**src/rtl/cordic_pkg.sv**
```systemverilog
// Shared constants and state encoding for the CORDIC IEEE-754 output stage.
package cordic_pkg;

    localparam int unsigned IEEE_BIAS    = 127;
    localparam int unsigned IEEE_EXP_MAX = 255;
    localparam int unsigned IEEE_MANT_W  = 23;
    localparam logic [31:0] IEEE_POS_INF = 32'h7F800000;

    typedef enum logic [1:0] {
        IDLE,
        NORM,
        ROUND
    } state_e;

endpackage

```
**src/rtl/fix2ieee_if.sv**
```systemverilog
// Start/result handshake between a CORDIC channel and its fixed-to-IEEE converter.
interface fix2ieee_if #(
    parameter int unsigned FIX_W = 32,
    parameter int unsigned EXP_W = 10
);

    logic             en;
    logic [FIX_W-1:0] fix_in;
    logic [EXP_W-1:0] exp_in;
    logic [31:0]      ieee_out;
    logic             valid;
    logic             busy;
    logic             ovf;
    logic             unf;

    modport master (
        output en, fix_in, exp_in,
        input  ieee_out, valid, busy, ovf, unf
    );

    modport slave (
        input  en, fix_in, exp_in,
        output ieee_out, valid, busy, ovf, unf
    );

endinterface

```
**src/rtl/fix2ieee_lzc.sv**
```systemverilog
// Combinational leading-zero counter; an all-zero input returns WIDTH.
module lzc #(
    parameter int unsigned WIDTH = 32,
    parameter int unsigned CNT_W = $clog2(WIDTH + 1)
) (
    input  logic [WIDTH-1:0] data,
    output logic [CNT_W-1:0] count
);

    // Ascending scan: the highest set bit is the last one to write count.
    always_comb begin
        count = CNT_W'(WIDTH);
        for (int unsigned i = 0; i < WIDTH; i++) begin
            if (data[i]) begin
                count = CNT_W'(WIDTH - 1 - i);
            end
        end
    end

endmodule

```
**src/rtl/fix2ieee.sv**
```systemverilog
// Three-state converter: signed fixed-point value scaled by 2^exp_in -> IEEE-754 single,
// round-to-nearest-even, saturating to +/-inf and flushing to +/-0.
module fix2ieee
    import cordic_pkg::*;
#(
    parameter int unsigned FIX_W  = 32,
    parameter int unsigned FRAC_W = 28,
    parameter int unsigned EXP_W  = 10
) (
    input  logic       clk,
    input  logic       rst,
    fix2ieee_if.slave  bus
);

    localparam int unsigned CNT_W = $clog2(FIX_W + 1);
    localparam int unsigned E_W   = EXP_W + 2;

    state_e                state_q, state_d;
    logic                  sign_q, sign_d;
    logic [FIX_W-1:0]      mag_q, mag_d;
    logic [EXP_W-1:0]      exp_q, exp_d;
    logic [FIX_W-1:0]      norm_q, norm_d;
    logic signed [E_W-1:0] e_q, e_d;
    logic                  zero_q, zero_d;
    logic [31:0]           ieee_q, ieee_d;
    logic                  valid_q, valid_d;
    logic                  busy_q, busy_d;
    logic                  ovf_q, ovf_d;
    logic                  unf_q, unf_d;

    logic [CNT_W-1:0]         lz;
    logic [IEEE_MANT_W-1:0]   frac;
    logic                     guard;
    logic                     sticky;
    logic                     round_up;
    logic [IEEE_MANT_W:0]     frac_rnd;
    logic signed [E_W-1:0]    e_rnd;
    logic                     e_big;
    logic                     e_small;

    lzc #(
        .WIDTH (FIX_W)
    ) u_lzc (
        .data  (mag_q),
        .count (lz)
    );

    // Rounding datapath works on the normalised magnitude held in ROUND.
    assign frac     = norm_q[FIX_W-2 -: IEEE_MANT_W];
    assign guard    = norm_q[FIX_W-2-IEEE_MANT_W];
    assign sticky   = |norm_q[FIX_W-3-IEEE_MANT_W:0];
    assign round_up = guard & (sticky | frac[0]);
    assign frac_rnd = {1'b0, frac} + {{IEEE_MANT_W{1'b0}}, round_up};
    assign e_rnd    = e_q + $signed({{(E_W-1){1'b0}}, frac_rnd[IEEE_MANT_W]});
    assign e_big    = e_rnd >= $signed(E_W'(IEEE_EXP_MAX));
    assign e_small  = e_rnd[E_W-1] || (e_rnd == '0);

    always_comb begin
        state_d = state_q;
        sign_d  = sign_q;
        mag_d   = mag_q;
        exp_d   = exp_q;
        norm_d  = norm_q;
        e_d     = e_q;
        zero_d  = zero_q;
        ieee_d  = ieee_q;
        valid_d = 1'b0;
        busy_d  = busy_q;
        ovf_d   = ovf_q;
        unf_d   = unf_q;

        unique case (state_q)
            IDLE: begin
                if (bus.en) begin
                    sign_d  = bus.fix_in[FIX_W-1];
                    // Negating the most negative code wraps to 2^(FIX_W-1), which is exact
                    // when read back as unsigned.
                    mag_d   = bus.fix_in[FIX_W-1] ? -bus.fix_in : bus.fix_in;
                    exp_d   = bus.exp_in;
                    busy_d  = 1'b1;
                    state_d = NORM;
                end
            end
            NORM: begin
                norm_d  = mag_q << lz;
                e_d     = $signed(E_W'(FIX_W - 1 - FRAC_W + IEEE_BIAS))
                        - $signed(E_W'(lz))
                        + $signed({{2{exp_q[EXP_W-1]}}, exp_q});
                zero_d  = (mag_q == '0);
                state_d = ROUND;
            end
            ROUND: begin
                if (zero_q) begin
                    ieee_d = 32'h0;
                    ovf_d  = 1'b0;
                    unf_d  = 1'b0;
                end else if (e_big) begin
                    ieee_d = {sign_q, IEEE_POS_INF[30:0]};
                    ovf_d  = 1'b1;
                    unf_d  = 1'b0;
                end else if (e_small) begin
                    ieee_d = {sign_q, 31'h0};
                    ovf_d  = 1'b0;
                    unf_d  = 1'b1;
                end else begin
                    ieee_d = {sign_q, e_rnd[7:0], frac_rnd[IEEE_MANT_W-1:0]};
                    ovf_d  = 1'b0;
                    unf_d  = 1'b0;
                end
                valid_d = 1'b1;
                busy_d  = 1'b0;
                state_d = IDLE;
            end
            default: begin
                busy_d  = 1'b0;
                state_d = IDLE;
            end
        endcase
    end

    always_ff @(posedge clk or negedge rst) begin
        if (!rst) begin
            state_q <= IDLE;
            sign_q  <= 1'b0;
            mag_q   <= '0;
            exp_q   <= '0;
            norm_q  <= '0;
            e_q     <= '0;
            zero_q  <= 1'b0;
            ieee_q  <= 32'h0;
            valid_q <= 1'b0;
            busy_q  <= 1'b0;
            ovf_q   <= 1'b0;
            unf_q   <= 1'b0;
        end else begin
            state_q <= state_d;
            sign_q  <= sign_d;
            mag_q   <= mag_d;
            exp_q   <= exp_d;
            norm_q  <= norm_d;
            e_q     <= e_d;
            zero_q  <= zero_d;
            ieee_q  <= ieee_d;
            valid_q <= valid_d;
            busy_q  <= busy_d;
            ovf_q   <= ovf_d;
            unf_q   <= unf_d;
        end
    end

    assign bus.ieee_out = ieee_q;
    assign bus.valid    = valid_q;
    assign bus.busy     = busy_q;
    assign bus.ovf      = ovf_q;
    assign bus.unf      = unf_q;

endmodule
```
**src/flat_wrapper.sv**
```systemverilog
// flat-port wrapper written by rule: the top's interface ports become plain ports
module fix2ieee_flat import cordic_pkg::*;
#(
    parameter int unsigned FIX_W  = 32,
    parameter int unsigned FRAC_W = 28,
    parameter int unsigned EXP_W  = 10
)
  (clk, rst, bus_en, bus_fix_in, bus_exp_in, bus_ieee_out, bus_valid, bus_busy, bus_ovf, bus_unf);
  fix2ieee_if #(.FIX_W(FIX_W), .EXP_W(EXP_W)) bus_i ();
  input  logic clk;
  input  logic rst;
  input wire logic [$bits(bus_i.en)-1:0] bus_en;
  input wire logic [$bits(bus_i.fix_in)-1:0] bus_fix_in;
  input wire logic [$bits(bus_i.exp_in)-1:0] bus_exp_in;
  output wire logic [$bits(bus_i.ieee_out)-1:0] bus_ieee_out;
  output wire logic [$bits(bus_i.valid)-1:0] bus_valid;
  output wire logic [$bits(bus_i.busy)-1:0] bus_busy;
  output wire logic [$bits(bus_i.ovf)-1:0] bus_ovf;
  output wire logic [$bits(bus_i.unf)-1:0] bus_unf;
  assign bus_i.en = bus_en;
  assign bus_i.fix_in = bus_fix_in;
  assign bus_i.exp_in = bus_exp_in;
  assign bus_ieee_out = bus_i.ieee_out;
  assign bus_valid = bus_i.valid;
  assign bus_busy = bus_i.busy;
  assign bus_ovf = bus_i.ovf;
  assign bus_unf = bus_i.unf;
  fix2ieee #(.FIX_W(FIX_W), .FRAC_W(FRAC_W), .EXP_W(EXP_W)) u_core (.clk(clk), .rst(rst), .bus(bus_i));
endmodule
```
**config.mk**
```make
export PLATFORM = sky130hd
export DESIGN_NAME = fix2ieee_flat
export DESIGN_NICKNAME = d
export VERILOG_FILES = /design/src/rtl/cordic_pkg.sv /design/src/rtl/fix2ieee_if.sv /design/src/rtl/fix2ieee_lzc.sv /design/src/rtl/fix2ieee.sv /design/src/flat_wrapper.sv
export SDC_FILE = /design/constraint.sdc
export NUM_CORES = 1
export LEC_CHECK = 0
export ABC_AREA = 1
export CAP_MARGIN = 10
export CELL_PAD_IN_SITES_DETAIL_PLACEMENT = 0
export CELL_PAD_IN_SITES_GLOBAL_PLACEMENT = 1
export CORE_MARGIN = 5
export CORE_UTILIZATION = 40
export DETAILED_ROUTE_END_ITERATION = 10
export PLACE_DENSITY = 0.86
export SYNTH_ARGS = -nofsm -noshare
export SYNTH_HDL_FRONTEND = slang
export SYNTH_SLANG_ARGS = --single-unit
```
**constraint.sdc**
```tcl
create_clock -name clk -period 7.8 [get_ports clk]
set_clock_uncertainty 0.2 [all_clocks]
set_input_delay 1.95 -clock clk [delete_from_list [all_inputs] [get_ports clk]]
set_output_delay 1.95 -clock clk [all_outputs]
set_load 0.03 [all_outputs]
```
==> results of run 1 <==
[logic make-up after synthesis]
| logic type | synth area share [%] |
|---|---|
| DFF | 38.1 |
| AOI/OAI and AO/OA | 10.4 |
| buffers and inverters | 7.44 |
| xor gates and xnor gates | 5.81 |
| adders and majority gates | 2.24 |
| and+or+nand+nor | 36.0 |
[path summary, 6_finish.rpt]
path | start | to | depth (start not counted) | slack, ps
max in group asynchronous | rst | u_core.norm_q[16] | 2 | 4790
min in group asynchronous | rst | u_core.bus.ieee_out[4] | 1 | 1490
worst min-delay path | u_core.bus.ovf | u_core.bus.ovf | 2 | 280
worst min register to register | u_core.bus.ovf | u_core.bus.ovf | 2 | 280
worst max register to register | u_core.mag_q[2] | u_core.e_q[9] | 45 | 2420
worst max-delay path | u_core.mag_q[2] | u_core.e_q[9] | 45 | 2420
[layer usage]
layer  up-vias  GRT usage (%)
met4         0           4.62
met5         -              0
li1       4028              -
met2       173           26.9
met1      3464           25.7
met3        19           3.58
[power breakdown]
part	internal, mW	switching, mW
sequential	0.871	0.199
combinational	0.636	1.13
clock	0.477	0.299
total	1.98	1.63
[area by class of cell]
| type | count | share of cell area [%] |
|---|---|---|
| multi-input combinational | 906 | 45.7 |
| sequential | 124 | 32.0 |
| timing repair buffer | 89 | 8.92 |
| clock buffer | 18 | 4.52 |
| inverter | 102 | 3.94 |
| tap | 270 | 3.48 |
| clock inverter | 14 | 1.49 |
[registers in the layout, indices dropped and copies added (netlist names)]
register	flops
u_core.e_q	11
u_core.zero_q	1
u_core.norm_q	31
u_core.bus.busy	1
u_core.mag_q	32
u_core.sign_q	1
u_core.exp_q	10
u_core.bus.ieee_out	32
u_core.state_q	2
u_core.bus.ovf	1
u_core.bus.unf	1
u_core.bus.valid	1
[critical path: cells and delay by family, from the launching register on]
family / cells / cell delay [ps]
AOI/OAI and AO/OA: 6 / 950
DFF: 1 / 400
and+or+nand+nor: 33 / 2480
buffers and inverters: 2 / 140
adders and majority gates: 2 / 790
xor gates and xnor gates: 2 / 320
[cell usage in the layout, fill, tap and decap left out, types with 4 or more instances in the layout]
| master | Yosys | final |
|---|---|---|
| nand2_1 | 363 | 362 |
| clkbuf_16 | 0 | 17 |
| ha_1 | 13 | 13 |
| buf_4 | 0 | 10 |
| a21oi_1 | 33 | 33 |
| nor2_1 | 74 | 74 |
| xor2_1 | 32 | 32 |
| inv_1 | 96 | 96 |
| nor4_1 | 7 | 7 |
| xnor2_1 | 22 | 22 |
| nor3_1 | 21 | 21 |
| clkinv_2 | 0 | 4 |
| o21ai_0 | 90 | 90 |
| dfrtp_1 | 124 | 124 |
| clkinvlp_4 | 0 | 4 |
| o311ai_0 | 5 | 5 |
| nand4_1 | 4 | 4 |
| inv_2 | 4 | 4 |
| o31ai_1 | 6 | 6 |
| nor3b_1 | 4 | 4 |
| clkdlybuf4s50_1 | 0 | 79 |
| nand3_1 | 201 | 201 |
==> results.cfg, run 1 <==
[finish]
syn_to_final_growth_pct = 19.3
fin_util_pct = 48.2
final_area_um2 = 9710
seqCellArea_um2 = 3100
layout-drive-gt1-share_pct = 4.47
multi_input_area_um2 = 4440
antenna_cells = 0
layout.nets = 1299
layoutNonFillerInstCount = 1523
nFillCells = 2081

[outcome]
status = finished, final reports clean

[timing]
slew_violations = 0
rsz0062_at_grt = false
whs_ps = 278
worst_pin_slew_ps = 1050
worst_slack_ps = 2420
period_minus_slack_ps = 5380
fin_crit_sh_pct = 69.0
tns_ps = 0
setup_violations = 0
slew_headroom_pct = 30.1
hold_viol_final = 0
fmax_mhz = 186

[place]
dp_slack_ps = 2450
dp_hpwl_um = 15400
port_buffers = 80
place_area_um2 = 9130
place.gp.congestion = 0.853
numPlacedInstances = 1491

[synthesis]
synth_cells = 1179
ys_types = 43
ys_seq_area_share_pct = 38.1
synth_ff_type = dfrtp_1
ys_top_cells_by_count = 363 x nand2_1, 201 x nand3_1, 124 x dfrtp_1, 96 x inv_1, 90 x o21ai_0
synth_largest_area_cell = dfrtp_1
synthArstFlopShare_pct = 100
syn_area_per_cell_um2 = 6.91
synth_top_area_share_pct = 38.1
synth_area_leaders = dfrtp_1 38%, nand2_1 17%, nand3_1 12%
syn_nets = 1238
ys_warn_count = 0
ys_ff_latch = 124
syn_area_um2 = 8140
synth_edf_count = 0
yosysMostFrequentCell = nand2_1

[clock_network]
clock_sinks = 124
cts_resized = 0
cts_root_buf = clkbuf_16
h-tree-depth = 4
cts_buffers = 17
clk_path_buf_depth = 2
clk_pin_slew_ps = 60
clkLatencyLatePin_ps = 420
cts-hold-fix-buffers = 0
cts_tree = done
postCtsSetupBuffers = 0

[setup_path]
crit_slowest_cell = nand2_2
arrival_ps = 5520
crit_path_start_kind = flip-flop
cp-end-kind = flip-flop
cpMostUsedCell = nand2_1
crit_fanout = 34
critPathRequiredTime_ps = 7940
critPathMaxStageDelay_ps = 530
path_class = flip-flop to flip-flop

[global_route]
first_global_vias = 7058
grt_pass1_wl_um = 34500
grt_overflow = 0
grt_max_degree = 81
track_usage_pct = 17.6
antenna_found_initial = 0

[drt]
first_pass_iters = 5
drc_errors = 0
m1WireLength_um = 10200
met2WireLength_um = 8910
routedWlPerCell_um = 13.4
avgViaCountPerCell = 5.05
highest_layer = met4
num_vias = 7684
antenna_left = 0
drt-total-wl_um = 20400
wl_met3_um = 1020
drt_iter0_drc = 487

[floorplanning]
die_area_um2 = 23300
start_util_pct = 40.4
pin_count = 81
rows = 52
die_h_um = 153
die_x_um = 153
core_area_um2 = 20200

[power_and_ir_drop]
p_per_area_nw_per_um2 = 372
p_leak_nw = 4.65
power_mw = 3.61
max-vdd-ir-drop_mv = 0.164

[min_path]
holdCritPathClass = flip-flop to flip-flop

[run]
drv_cap = 0
No activity file was read; power rests on OpenSTA's default activity.
==> inputs of run 2 (changes only) <==
--- a/config.mk
+++ b/config.mk
@@ -10,7 +10,7 @@
 export CELL_PAD_IN_SITES_DETAIL_PLACEMENT = 0
 export CELL_PAD_IN_SITES_GLOBAL_PLACEMENT = 1
 export CORE_MARGIN = 5
-export CORE_UTILIZATION = 40
+export CORE_UTILIZATION = 38
 export DETAILED_ROUTE_END_ITERATION = 10
 export PLACE_DENSITY = 0.86
 export SYNTH_ARGS = -nofsm -noshare
==> constraint.sdc (replaced) <==
create_clock -name clk -period 4.7 [get_ports clk]
set_clock_uncertainty 0.2 [all_clocks]
set_input_delay 1.175 -clock clk [delete_from_list [all_inputs] [get_ports clk]]
set_output_delay 1.175 -clock clk [all_outputs]
set_load 0.03 [all_outputs]
==> run 2 against run 1 <==
Worst hold slack worse by 6.2 ps. Utilization shrank 0.57 points. Die area is 4.9% higher. Maximum frequency up 21%. Non-clock buffer count grew 22. Power increased by 74%. First-iteration DRC count is 2.9% lower. Global-route usage shrank 0.42 points. Routed wire length is 1.5% higher. Final cell count grew 1.7%. Clock power is 78% higher.
==> results.cfg, run 2 (same netlist as run 1, synthesis figures left out) <==
[min_path]
holdCritPathClass = flip-flop to flip-flop
hp-start = u_core.state_q[0]

[timing]
fin_crit_sh_pct = 94.5
rsz0062_at_grt = true
tns_ps = 0
worst_slack_ps = 260
period_minus_slack_ps = 4440
fmax_mhz = 225
worst_pin_slew_ps = 951
setup_violations = 0
hold_viol_final = 0
slew_violations = 0
slew_headroom_pct = 36.6
whs_ps = 272

[floorplanning]
die_x_um = 156
core_area_um2 = 21100
die_area_um2 = 24500
pin_count = 81
rows = 53
start_util_pct = 38.6
die_h_um = 156

[setup_path]
cpLargestDelayFamily = simple AND/OR/NAND/NOR gates
crit_slowest_cell = dfrtp_1
crit_fanout = 5
cp-startpoint = u_core.norm_q[8]
worstReg2RegStart = u_core.norm_q[8]
crit_path_start_kind = flip-flop
critPathMaxStageDelay_ps = 360
cp.buffers_inverters = 5
cp-end-kind = flip-flop
arrival_ps = 4560
path_class = flip-flop to flip-flop
critPathRequiredTime_ps = 4820

[finish]
nFillCells = 2163
layout-drive-gt1-share_pct = 7.69
layout_commonest_cell = nand2_1
antenna_cells = 0
layout_common_cells = 358 x nand2_1, 199 x nand3_1, 124 x dfrtp_1
syn_to_final_growth_pct = 23.2
layoutNonFillerInstCount = 1549
multi_input_area_um2 = 4560
seqCellArea_um2 = 3100
layout.nets = 1321

[power_and_ir_drop]
p_per_area_nw_per_um2 = 625
p_int_mw = 3.49
power.switching_mw = 2.78
power.share.sequential_pct = 28.5
max-vdd-ir-drop_mv = 0.209
p_sw_share_pct = 44.3
power_frac_comb_pct = 49.5
p_leak_nw = 4.79
p_clk_share_pct = 22.0

[global_route]
antenna_found_initial = 0
track_usage_pct = 17.2
grt_max_degree = 75
grt_overflow = 0
grt_pass1_wl_um = 35100
first_global_vias = 7249

[clock_network]
clock_sinks = 124
cts_tree = done
clkLatencyLatePin_ps = 420
h-tree-depth = 4
cts_root_buf = clkbuf_16
cts_buffers = 17
clk_path_buf_depth = 2
clk_pin_slew_ps = 60

[drt]
num_vias = 7821
drt_iter0_drc = 473
drc_errors = 0
drt-total-wl_um = 20700
antenna_left = 0
avgViaCountPerCell = 5.05
routedWlPerCell_um = 13.3
first_pass_iters = 5

[place]
dp_hpwl_um = 15500
place.gp.congestion = 0.870
dp_slack_ps = 33.7
numPlacedInstances = 1506
port_buffers = 80

[outcome]
status = finished, final reports clean

[run]
drv_cap = 0
[run 2: cell count changes in the layout (fill, tap and decap cells not counted), sizes merged]
cell	before	now
clkbuf	18	22
clkinv	9	4
clkinvlp	4	3
buf	10	32
bufinv	2	3
[run 2: routing by layer]
layer  share of wire [%]  up-vias  global-route usage, %
met5                   0        -                      0
met4                 1.3        0                   4.92
met3                 5.2       19                   2.68
met2                  44      188                   25.9
met1                  50     3555                   25.6
li1                    -     4059                      -
[run 2: worst register-to-register path, delay by kind of cell, from the launching register on]
kind / cells / cell delay [ps]
simple gates: 22 / 2480
compound gates: 2 / 550
buf+inv: 5 / 510
flops: 1 / 360
fa+ha+maj: 1 / 190
[run 2: cell type report]
type	instances	area share, %
Multi-Input combinational cell	906	45.4
Timing Repair Buffer	111	10.3
Clock buffer	22	4.83
Inverter	102	3.82
Sequential cell	124	30.9
Clock inverter	9	1.35
Tap cell	275	3.43
[run 2: worst paths after layout]
check | end | slack [ps] | depth (start not counted)
max | u_core.bus.ieee_out[5] | 260 | 30
min | u_core.bus.valid | 270 | 1
max reg2reg | u_core.bus.ieee_out[5] | 260 | 30
min reg2reg | u_core.bus.valid | 270 | 1
max in group asynchronous | u_core.bus.ieee_out[31] | 2690 | 2
min in group asynchronous | u_core.bus.ieee_out[3] | 690 | 1
[run 2: power by group through the flow]
stage	Sequential, mW	Combinational (mW)	Clock, mW
6_report	1.79	3.11	1.38
5_1_grt	1.86	3.50	1.44
4_1_cts	1.78	2.95	1.40
3_5_place_dp	1.79	2.94	0
3_3_place_gp	1.78	2.93	0
2_1_floorplan	1.93	1.94	0
[run 2: repair_timing]
action | in CTS | in global routing
gates cloned | 0 | 2
endpoints found under the hold margin | 0 | 0
gates resized for setup | 1 | 33
pin swaps | 0 | 13
setup buffers | 0 | 10
endpoints found under the setup margin | 2 | 37
hold buffers | 0 | 0
[run 2: through the flow]
stage               power (mW)  instance area, um^2  utilization, %
CTS                       6.13                 9830            46.6
detailed placement        4.73                 9210            43.7
floorplan                 3.87                 8140               -
global route              6.80                10000            47.6
global placement          4.71                 9210            43.7
finish                    6.28                10000            47.6
